`src/rtl/vixen_mul_unit.sv`:
```
// Three-stage pipelined 32x32 integer multiplier with writeback handshake,
// per-thread flush and a sticky error flag for issues attempted while busy.
module vixen_mul_unit #(
    parameter int unsigned ROB_ID_W    = 6,
    parameter int unsigned NUM_THREADS = 2
) (
    input  logic                   clk,
    input  logic                   rst_n,
    input  logic                   mul_issue_valid,
    input  logic [63:0]            mul_issue_uop,
    input  logic [ROB_ID_W-1:0]    mul_issue_rob_id,
    input  logic [1:0]             mul_issue_thread_id,
    input  logic [31:0]            mul_src_a,
    input  logic [31:0]            mul_src_b,
    input  logic                   flush_valid,
    input  logic [NUM_THREADS-1:0] flush_thread_mask,
    input  logic                   mul_wb_ready,
    output logic                   mul_wb_valid,
    output logic [31:0]            mul_wb_result,
    output logic [ROB_ID_W-1:0]    mul_wb_rob_id,
    output logic [1:0]             mul_wb_thread_id,
    output logic                   mul_wb_exc,
    output logic                   eu_mul_busy,
    output logic                   mul_issue_err
);

    localparam int unsigned TID_W  = 2;
    localparam int unsigned DATA_W = 32;
    localparam int unsigned OPND_W = DATA_W + 1;
    localparam int unsigned PROD_W = 2 * DATA_W;
    localparam int unsigned MASK_W = 1 << TID_W;

    localparam logic [2:0] OP_MUL    = 3'b000;
    localparam logic [2:0] OP_MULH   = 3'b001;
    localparam logic [2:0] OP_MULHSU = 3'b011;

    typedef struct packed {
        logic                valid;
        logic [2:0]          op;
        logic [ROB_ID_W-1:0] rob_id;
        logic [TID_W-1:0]    tid;
    } ctrl_t;

    ctrl_t               s1_q, s1_d, s2_q, s2_d, s3_q, s3_d;
    logic [OPND_W-1:0]   s1_a_q, s1_a_d, s1_b_q, s1_b_d;
    logic [PROD_W-1:0]   s2_prod_q, s2_prod_d;
    logic [DATA_W-1:0]   s3_result_q, s3_result_d;
    logic                s3_exc_q, s3_exc_d;
    logic                issue_err_q, issue_err_d;

    logic [MASK_W-1:0]   kill_mask;
    logic                stall;
    logic                kill_issue;
    logic                accept;
    logic [2:0]          issue_op;
    logic                a_signed;
    logic                b_signed;
    logic [PROD_W-1:0]   a_ext;
    logic [PROD_W-1:0]   b_ext;
    logic                unused_uop;

    assign unused_uop = ^mul_issue_uop[63:3];
    assign issue_op   = mul_issue_uop[2:0];

    // Flush mask widened to the full thread-id space; ids beyond NUM_THREADS never match
    assign kill_mask  = flush_valid ? MASK_W'(flush_thread_mask) : '0;
    assign stall      = s3_q.valid & ~mul_wb_ready;
    assign kill_issue = kill_mask[mul_issue_thread_id];
    assign accept     = mul_issue_valid & ~stall & ~kill_issue;

    // Operands carry one extra bit so a single signed multiply covers all variants
    assign a_signed = (issue_op == OP_MULH) | (issue_op == OP_MULHSU);
    assign b_signed = (issue_op == OP_MULH);
    assign a_ext    = {{(PROD_W-OPND_W){s1_a_q[OPND_W-1]}}, s1_a_q};
    assign b_ext    = {{(PROD_W-OPND_W){s1_b_q[OPND_W-1]}}, s1_b_q};

    always_comb begin
        s1_d        = s1_q;
        s1_a_d      = s1_a_q;
        s1_b_d      = s1_b_q;
        s2_d        = s2_q;
        s2_prod_d   = s2_prod_q;
        s3_d        = s3_q;
        s3_result_d = s3_result_q;
        s3_exc_d    = s3_exc_q;

        // Flush invalidates matching stages even while the pipe is held
        s1_d.valid = s1_q.valid & ~kill_mask[s1_q.tid];
        s2_d.valid = s2_q.valid & ~kill_mask[s2_q.tid];
        s3_d.valid = s3_q.valid & ~kill_mask[s3_q.tid];

        if (!stall) begin
            s3_d        = s2_q;
            s3_d.valid  = s2_q.valid & ~kill_mask[s2_q.tid];
            s3_exc_d    = s2_q.op[2];
            if (s2_q.op[2]) begin
                s3_result_d = '0;
            end else if (s2_q.op == OP_MUL) begin
                s3_result_d = s2_prod_q[DATA_W-1:0];
            end else begin
                s3_result_d = s2_prod_q[PROD_W-1:DATA_W];
            end

            s2_d        = s1_q;
            s2_d.valid  = s1_q.valid & ~kill_mask[s1_q.tid];
            s2_prod_d   = a_ext * b_ext;

            s1_d.valid  = accept;
            s1_d.op     = issue_op;
            s1_d.rob_id = mul_issue_rob_id;
            s1_d.tid    = mul_issue_thread_id;
            s1_a_d      = {a_signed & mul_src_a[DATA_W-1], mul_src_a};
            s1_b_d      = {b_signed & mul_src_b[DATA_W-1], mul_src_b};
        end

        // Writeback payload reads as zero whenever no result is presented
        if (!s3_d.valid) begin
            s3_d        = '0;
            s3_result_d = '0;
            s3_exc_d    = 1'b0;
        end

        issue_err_d = issue_err_q | (mul_issue_valid & stall & ~kill_issue);
    end

    always_ff @(posedge clk or negedge rst_n) begin
        if (!rst_n) begin
            s1_q        <= '0;
            s1_a_q      <= '0;
            s1_b_q      <= '0;
            s2_q        <= '0;
            s2_prod_q   <= '0;
            s3_q        <= '0;
            s3_result_q <= '0;
            s3_exc_q    <= 1'b0;
            issue_err_q <= 1'b0;
        end else begin
            s1_q        <= s1_d;
            s1_a_q      <= s1_a_d;
            s1_b_q      <= s1_b_d;
            s2_q        <= s2_d;
            s2_prod_q   <= s2_prod_d;
            s3_q        <= s3_d;
            s3_result_q <= s3_result_d;
            s3_exc_q    <= s3_exc_d;
            issue_err_q <= issue_err_d;
        end
    end

    assign mul_wb_valid     = s3_q.valid;
    assign mul_wb_result    = s3_result_q;
    assign mul_wb_rob_id    = s3_q.rob_id;
    assign mul_wb_thread_id = s3_q.tid;
    assign mul_wb_exc       = s3_exc_q;
    assign eu_mul_busy      = stall;
    assign mul_issue_err    = issue_err_q;

endmodule

```
`config.mk`:
```
export PLATFORM = sky130hd
export DESIGN_NAME = vixen_mul_unit
export DESIGN_NICKNAME = d
export VERILOG_FILES = /design/src/rtl/vixen_mul_unit.sv
export SDC_FILE = /design/constraint.sdc
export NUM_CORES = 2
export LEC_CHECK = 0
export CORE_MARGIN = 2
export CORE_UTILIZATION = 60
export DETAILED_ROUTE_END_ITERATION = 8
export PLACE_DENSITY = 0.79
export SYNTH_ARGS = -nofsm -noshare
export SYNTH_HDL_FRONTEND = slang
export SYNTH_SLANG_ARGS = --single-unit
```
`constraint.sdc`:
```
create_clock -name clk -period 16.64 [get_ports clk]
set_input_delay 2.496 -clock clk [delete_from_list [all_inputs] [get_ports clk]]
set_output_delay 2.496 -clock clk [all_outputs]
set_load 0.02 [all_outputs]
```
# [Word-level counts from Yosys, hierarchy flattened]
# Cells that the tools add are included.
[totals] out_inout_bits=44 ff_bits=197 elab_cells=63 inputBits=143
[classes] multipliers=1 n_eq_ne=3 bitwise_logic=18 reduce_logical=1 muxes=19 order_cmp=4
[ops] operator="$mux 32" n=4
[ops] operator="$mul 33x33->64" n=1
[ops] operator="$mux 12" n=4
[ops] operator="$lt 2x3->1 const B" n=4
[ops] operator="$and 1x1->1" n=10
[ops] operator="$bmux 1 s2" n=4
[ops] operator="$mux 1" n=6
[ops] operator="$not 1->1" n=6
[ops] operator="$eq 3x1->1 const B" n=1
[ops] operator="$eq 3x2->1 const B" n=1
[ops] operator="$logic_not 3->1" n=1
[ops] operator="$mux 2" n=1
[ops] operator="$ne 2x2->1 const B" n=1
[ops] operator="$or 1x1->1" n=2

# [Logic depth before layout (Yosys ltp)]
[logic_depth] depth_word=7 depth_mapped=30 ltp_nobuf=27

# [Worst setup path before layout]
# Ideal clock, no wire load.
[synth_timing] kind="flip-flop to flip-flop" startpoint="register s1_a_q[32]" endpoint="register s2_prod_q[62]" setup_time_ns=0.120 arrival_ns=7.614 path_stages_with_launch=23 slack_ns=8.906 period_less_slack_ns=7.734 path_cell_list="dfrtp_1 > clkbuf_1 > nand2_1 > inv_1 > fa_1 > fa_1 > fa_1 > inv_1 > fa_1 > inv_1 > fa_1 > fa_1 > fa_1 > inv_1 > fa_1 > inv_1 > ha_1 > a21oi_1 > nor2_1 > o31ai_1 > a21oi_1 > or4_1 > a31o_1"
[synth_via] elab_chain_len=1
[synth_lines] element="from (decl)" line="45" text="logic [OPND_W-1:0] s1_a_q, s1_a_d, s1_b_q, s1_b_d;"
[synth_lines] element="from (signal assigned)" line="129" text="s1_a_q <= '0;"
[synth_lines] element="from (signal assigned)" line="139" text="s1_a_q <= s1_a_d;"
[synth_lines] element="$mul 33x33->64" line="106" text="s2_prod_d = a_ext * b_ext;"
[synth_lines] element="to (signal assigned)" line="142" text="s2_prod_q <= s2_prod_d;"
[synth_lines] element="to (decl)" line="46" text="logic [PROD_W-1:0] s2_prod_q, s2_prod_d;"
# No other way between the ends.
# A chain may end at the register's enable or synchronous reset.

# [Worst setup path in the final report]
[layout_timing] startpoint="register s1_b_q[14]" endpoint="register s2_prod_q[63]"
[layout_via] elab_chain_len=1
[layout_lines] element="from (decl)" line="45"
[layout_lines] element="from (signal assigned)" line="130" text="s1_b_q <= '0;"
[layout_lines] element="from (signal assigned)" line="140" text="s1_b_q <= s1_b_d;"
[layout_lines] element="$mul 33x33->64" line="106"
# No other way between the ends.

==> impl_metrics.xml <==
<?xml version="1.0" encoding="UTF-8"?>
<metrics>
  <group name="global_routing">
    <metric name="grt_start_max_net_pins" unit="">131</metric>
    <metric name="global_route_congestion_overflow_total" unit="">0</metric>
    <metric name="track_usage" unit="">0.3025</metric>
    <metric name="antenna_found_initial" unit="">0</metric>
    <metric name="via_count_of_the_first_global_routing_pass" unit="">35750</metric>
    <metric name="grt_pass1_wl" unit="mm">185.7</metric>
  </group>
  <group name="synth">
    <metric name="async_reset_ff_frac" unit="">1.000</metric>
    <metric name="synth_top_flop_cell" unit="">sky130_fd_sc_hd__dfrtp_1</metric>
    <metric name="synth-seq-area-share" unit="">0.1076</metric>
    <metric name="yosys_register_bits" unit="">197</metric>
    <metric name="synth_edf_count" unit="">0</metric>
    <metric name="synth_area" unit="µm²">45810</metric>
    <metric name="syn_nets" unit="">6410</metric>
    <metric name="synthDistinctLibCells" unit="">67</metric>
    <metric name="ys_warn_count" unit="">0</metric>
    <metric name="post_synth_inst_count" unit="">4930</metric>
    <metric name="synth.avg_cell_area" unit="µm²">9.292</metric>
  </group>
  <group name="clock_network">
    <metric name="cts-root-to-sink-buffers" unit="">2</metric>
    <metric name="insertion_delay" unit="ns">0.51</metric>
    <metric name="clk_pin_slew_worst_paths" unit="ns">0.10</metric>
    <metric name="tritoncts.num_buffers" unit="">17</metric>
    <metric name="cts_sinks" unit="">197</metric>
    <metric name="root_buffer" unit="">sky130_fd_sc_hd__clkbuf_16</metric>
    <metric name="ctsHtreeMaxLevel" unit="">4</metric>
    <metric name="tritoncts_clock_tree" unit="">yes</metric>
    <metric name="hold_buffers" unit="">0</metric>
    <metric name="cts_repair_resize_count" unit="">0</metric>
    <metric name="setup_fix_buffers_added_after_clock_tree_synthesis" unit="">0</metric>
  </group>
  <group name="die">
    <metric name="row_count" unit="">101</metric>
    <metric name="dieHeight" unit="µm">280.3</metric>
    <metric name="io_pins" unit="">187</metric>
    <metric name="fp.dieArea" unit="µm²">78580</metric>
    <metric name="chipWidth" unit="µm">280.3</metric>
    <metric name="floorplan.initialDensity" unit="">0.6042</metric>
    <metric name="core_area" unit="µm²">75820</metric>
  </group>
  <group name="setup_path">
    <metric name="cp_slowest_cell" unit="">sky130_fd_sc_hd__dfrtp_1</metric>
    <metric name="cp_slowest_stage_delay" unit="ns">1.23</metric>
    <metric name="path_class" unit="">flop to flop</metric>
    <metric name="critPathMostFrequentCell" unit="">sky130_fd_sc_hd__fa_1</metric>
    <metric name="timing.critical_path.fanout_max" unit="">34</metric>
    <metric name="setup.worst_path.end_class" unit="">flop</metric>
    <metric name="critical_path_required" unit="ns">17.01</metric>
    <metric name="crit_path_start_kind" unit="">flop</metric>
    <metric name="crit_arrival" unit="ns">9.08</metric>
    <metric name="path_cells" unit="">and2_1 -&gt; fa_1 -&gt; inv_1 -&gt; fa_1 -&gt; fa_1 -&gt; inv_1 -&gt; fa_1 -&gt; fa_1 -&gt; fa_1 -&gt; fa_1 -&gt; inv_1 -&gt; fa_1 -&gt; inv_1 -&gt; ha_1 -&gt; a21oi_4 -&gt; nand2_1 -&gt; a221o_1 -&gt; o2bb2ai_1 -&gt; a31o_2 -&gt; a31oi_1 -&gt; a41o_1 -&gt; o2111ai_1 -&gt; a2111oi_0 -&gt; nor3b_1</metric>
  </group>
  <group name="route">
    <metric name="number_of_routed_nets_with_antenna_violations" unit="">0</metric>
    <metric name="total_via_count_after_detailed_routing" unit="">32890</metric>
    <metric name="postRouteWirelength" unit="mm">111.0</metric>
    <metric name="wl_per_cell" unit="µm">18.92</metric>
    <metric name="dr.pass1.iters" unit="">5</metric>
    <metric name="drc_errors" unit="">0</metric>
    <metric name="initialDrtViolationCount" unit="">2271</metric>
    <metric name="drt-vias-per-instance" unit="">5.605</metric>
  </group>
  <group name="timing">
    <metric name="headroom_to_the_max_slew_limit" unit="">0.1019</metric>
    <metric name="final_hold_violations" unit="">0</metric>
    <metric name="finalWorstSetupSlack" unit="ns">7.927</metric>
    <metric name="max_freq" unit="GHz">0.1148</metric>
    <metric name="min_period_over_period" unit="">0.5236</metric>
    <metric name="rsz0062_at_grt" unit="">false</metric>
    <metric name="worstMarginPinSlew" unit="ns">1.347</metric>
    <metric name="setup_violations" unit="">0</metric>
    <metric name="setup_total_negative_slack" unit="ns">0</metric>
    <metric name="final.setup_skew" unit="ns">0.02590</metric>
    <metric name="slew_violations" unit="">0</metric>
    <metric name="fin_crit" unit="ns">8.714</metric>
  </group>
  <group name="hold_path">
    <metric name="min_path_type" unit="">flop to flop</metric>
  </group>
  <group name="placed_design">
    <metric name="placement.cell_area" unit="µm²">47820</metric>
    <metric name="place.gp.congestion" unit="">0.9170</metric>
    <metric name="pre_cts_ws" unit="ns">7.945</metric>
    <metric name="place.detailed.instances" unit="">5835</metric>
    <metric name="port_buffers" unit="">125</metric>
    <metric name="place.detailed.hpwl" unit="mm">86.79</metric>
  </group>
  <group name="finish">
    <metric name="final_net_count" unit="">6356</metric>
    <metric name="antennaDiodeCount" unit="">0</metric>
    <metric name="fin_cells" unit="">5867</metric>
    <metric name="drive_above_1_share" unit="">0.02475</metric>
    <metric name="finalInstanceArea" unit="µm²">48440</metric>
    <metric name="synthToLayoutAreaGrowth" unit="%">5.738</metric>
  </group>
  <group name="job">
    <metric name="maxCapViolations" unit="">0</metric>
  </group>
  <group name="outcome">
    <metric name="status" unit="">complete, no violations</metric>
  </group>
</metrics>
[per-layer routing]
metal	vias to the layer above	part of all wire	routed length [µm]	global-route usage
li1	14130	-	-	-
met1	17070	0.39	43100	0.3962
met2	1398	0.51	56190	0.5226
met3	286	0.073	8100	0.04522
met4	0	0.033	3608	0.09379
met5	-	0	0	0
[metrics by stage]
stage | hold slack (ns) | utilization
after detailed placement | 0.4559 | 0.6307
after floorplan | 0.4386 | -
after CTS | 0.4744 | 0.6388
final | 0.4707 | 0.6388
after global placement | 0.4488 | 0.6307
after global routing | 0.4893 | 0.6388
[kinds of logic (layout without fill, tap and decap cells)]
| family | Yosys count | after routing | share of synthesized area |
|---|---|---|---|
| adders and majority gates | 1337 | 1337 | 0.5495 |
| muxes | 8 | 8 | 0.001775 |
| buffers and inverters | 1368 | 1327 | 0.1123 |
| AOI/OAI and AO/OA | 321 | 321 | 0.04310 |
| and+or+nand+nor | 1629 | 1629 | 0.1723 |
| xor gates and xnor gates | 70 | 70 | 0.01338 |
| DFF | 197 | 197 | 0.1076 |
[final cells by class]
cell class              count  area [µm²]
multi-input cells        3365       35750
clock inverters            14       177.7
fillers                  6039       27380
well taps                 978        1224
repair buffers            196        1788
inverters                1099        4128
clock buffers              18       439.2
flip-flops and latches    197        4931
[critical path, delay by kind of cell, from the launching register on]
family,cells,cell delay [ns]
adders and majority gates,9,4.36
and+or+nand+nor,3,0.44
DFF,1,1.23
AOI/OAI and AO/OA,8,2.23
buffers and inverters,4,0.24
[worst paths after layout]
kind | start | endpoint | slack, ns | cells after the start
hold / removal | s1_a_q[25] | s1_a_q[25] | 0.47 | 2
setup / recovery | s1_b_q[14] | s2_prod_q[63] | 7.93 | 24
hold reg to reg | s1_a_q[25] | s1_a_q[25] | 0.47 | 2
max in group asynchronous | rst_n | s1_a_q[17] | 12.77 | 2
min in group asynchronous | rst_n | mul_wb_thread_id[0] | 2.19 | 1
setup reg to reg | s1_b_q[14] | s2_prod_q[63] | 7.93 | 24
[cells in the mapped netlist (5+ instances only)]
master | count | share of area
sky130_fd_sc_hd__dfrtp_1 | 197 | 0.11
sky130_fd_sc_hd__a31oi_1 | 13 | 0.0018
sky130_fd_sc_hd__and4_1 | 5 | 0.00096
sky130_fd_sc_hd__nand2_1 | 881 | 0.072
sky130_fd_sc_hd__o21bai_1 | 10 | 0.0016
sky130_fd_sc_hd__clkbuf_1 | 261 | 0.021
sky130_fd_sc_hd__nor3b_1 | 36 | 0.0059
sky130_fd_sc_hd__nand4_1 | 10 | 0.0014
sky130_fd_sc_hd__a21o_1 | 33 | 0.0054
sky130_fd_sc_hd__nor2b_1 | 30 | 0.0041
sky130_fd_sc_hd__xor2_1 | 25 | 0.0048
sky130_fd_sc_hd__nor3_1 | 8 | 0.00087
sky130_fd_sc_hd__o21ai_0 | 75 | 0.0082
sky130_fd_sc_hd__fa_1 | 1125 | 0.49
sky130_fd_sc_hd__ha_1 | 212 | 0.058
sky130_fd_sc_hd__inv_1 | 1099 | 0.090
sky130_fd_sc_hd__buf_1 | 6 | 0.00049
sky130_fd_sc_hd__nand2b_1 | 20 | 0.0027
sky130_fd_sc_hd__and3_1 | 10 | 0.0014
sky130_fd_sc_hd__nand3_1 | 14 | 0.0015
sky130_fd_sc_hd__a22o_1 | 9 | 0.0017
sky130_fd_sc_hd__and2_1 | 543 | 0.074
sky130_fd_sc_hd__a21oi_1 | 119 | 0.013
sky130_fd_sc_hd__mux2i_1 | 7 | 0.0015
sky130_fd_sc_hd__o211ai_1 | 5 | 0.00082
sky130_fd_sc_hd__o31ai_1 | 6 | 0.00098
sky130_fd_sc_hd__xnor2_1 | 45 | 0.0086
sky130_fd_sc_hd__nor2_1 | 59 | 0.0048
sky130_fd_sc_hd__o21ai_1 | 5 | 0.00055
[placed cells by master (no fill, tap or decap), drive strengths merged, types with 25 or more instances in the layout]
| cell | n |
|---|---|
| inv | 1110 |
| ha | 212 |
| xnor2 | 45 |
| a21oi | 121 |
| a21o | 33 |
| o21ai | 81 |
| xor2 | 25 |
| dfrtp | 197 |
| nor2b | 30 |
| and2 | 543 |
| fa | 1125 |
| nor3b | 36 |
| nand2 | 881 |
| buf | 71 |
| clkdlybuf4s50 | 124 |
| nor2 | 59 |
[flip-flops by register name (all words and copies together) (netlist names)]
| register | cells |
|---|---|
| mul_issue_err | 1 |
| mul_wb_exc | 1 |
| mul_wb_result | 32 |
| mul_wb_rob_id | 6 |
| mul_wb_thread_id | 2 |
| mul_wb_valid | 1 |
| s1_a_q | 33 |
| s1_b_q | 33 |
| s1_q | 12 |
| s2_prod_q | 64 |
| s2_q | 12 |
Power is not shown: default switching activity piles up to over one toggle a cycle in this logic, so the estimate is an artifact.
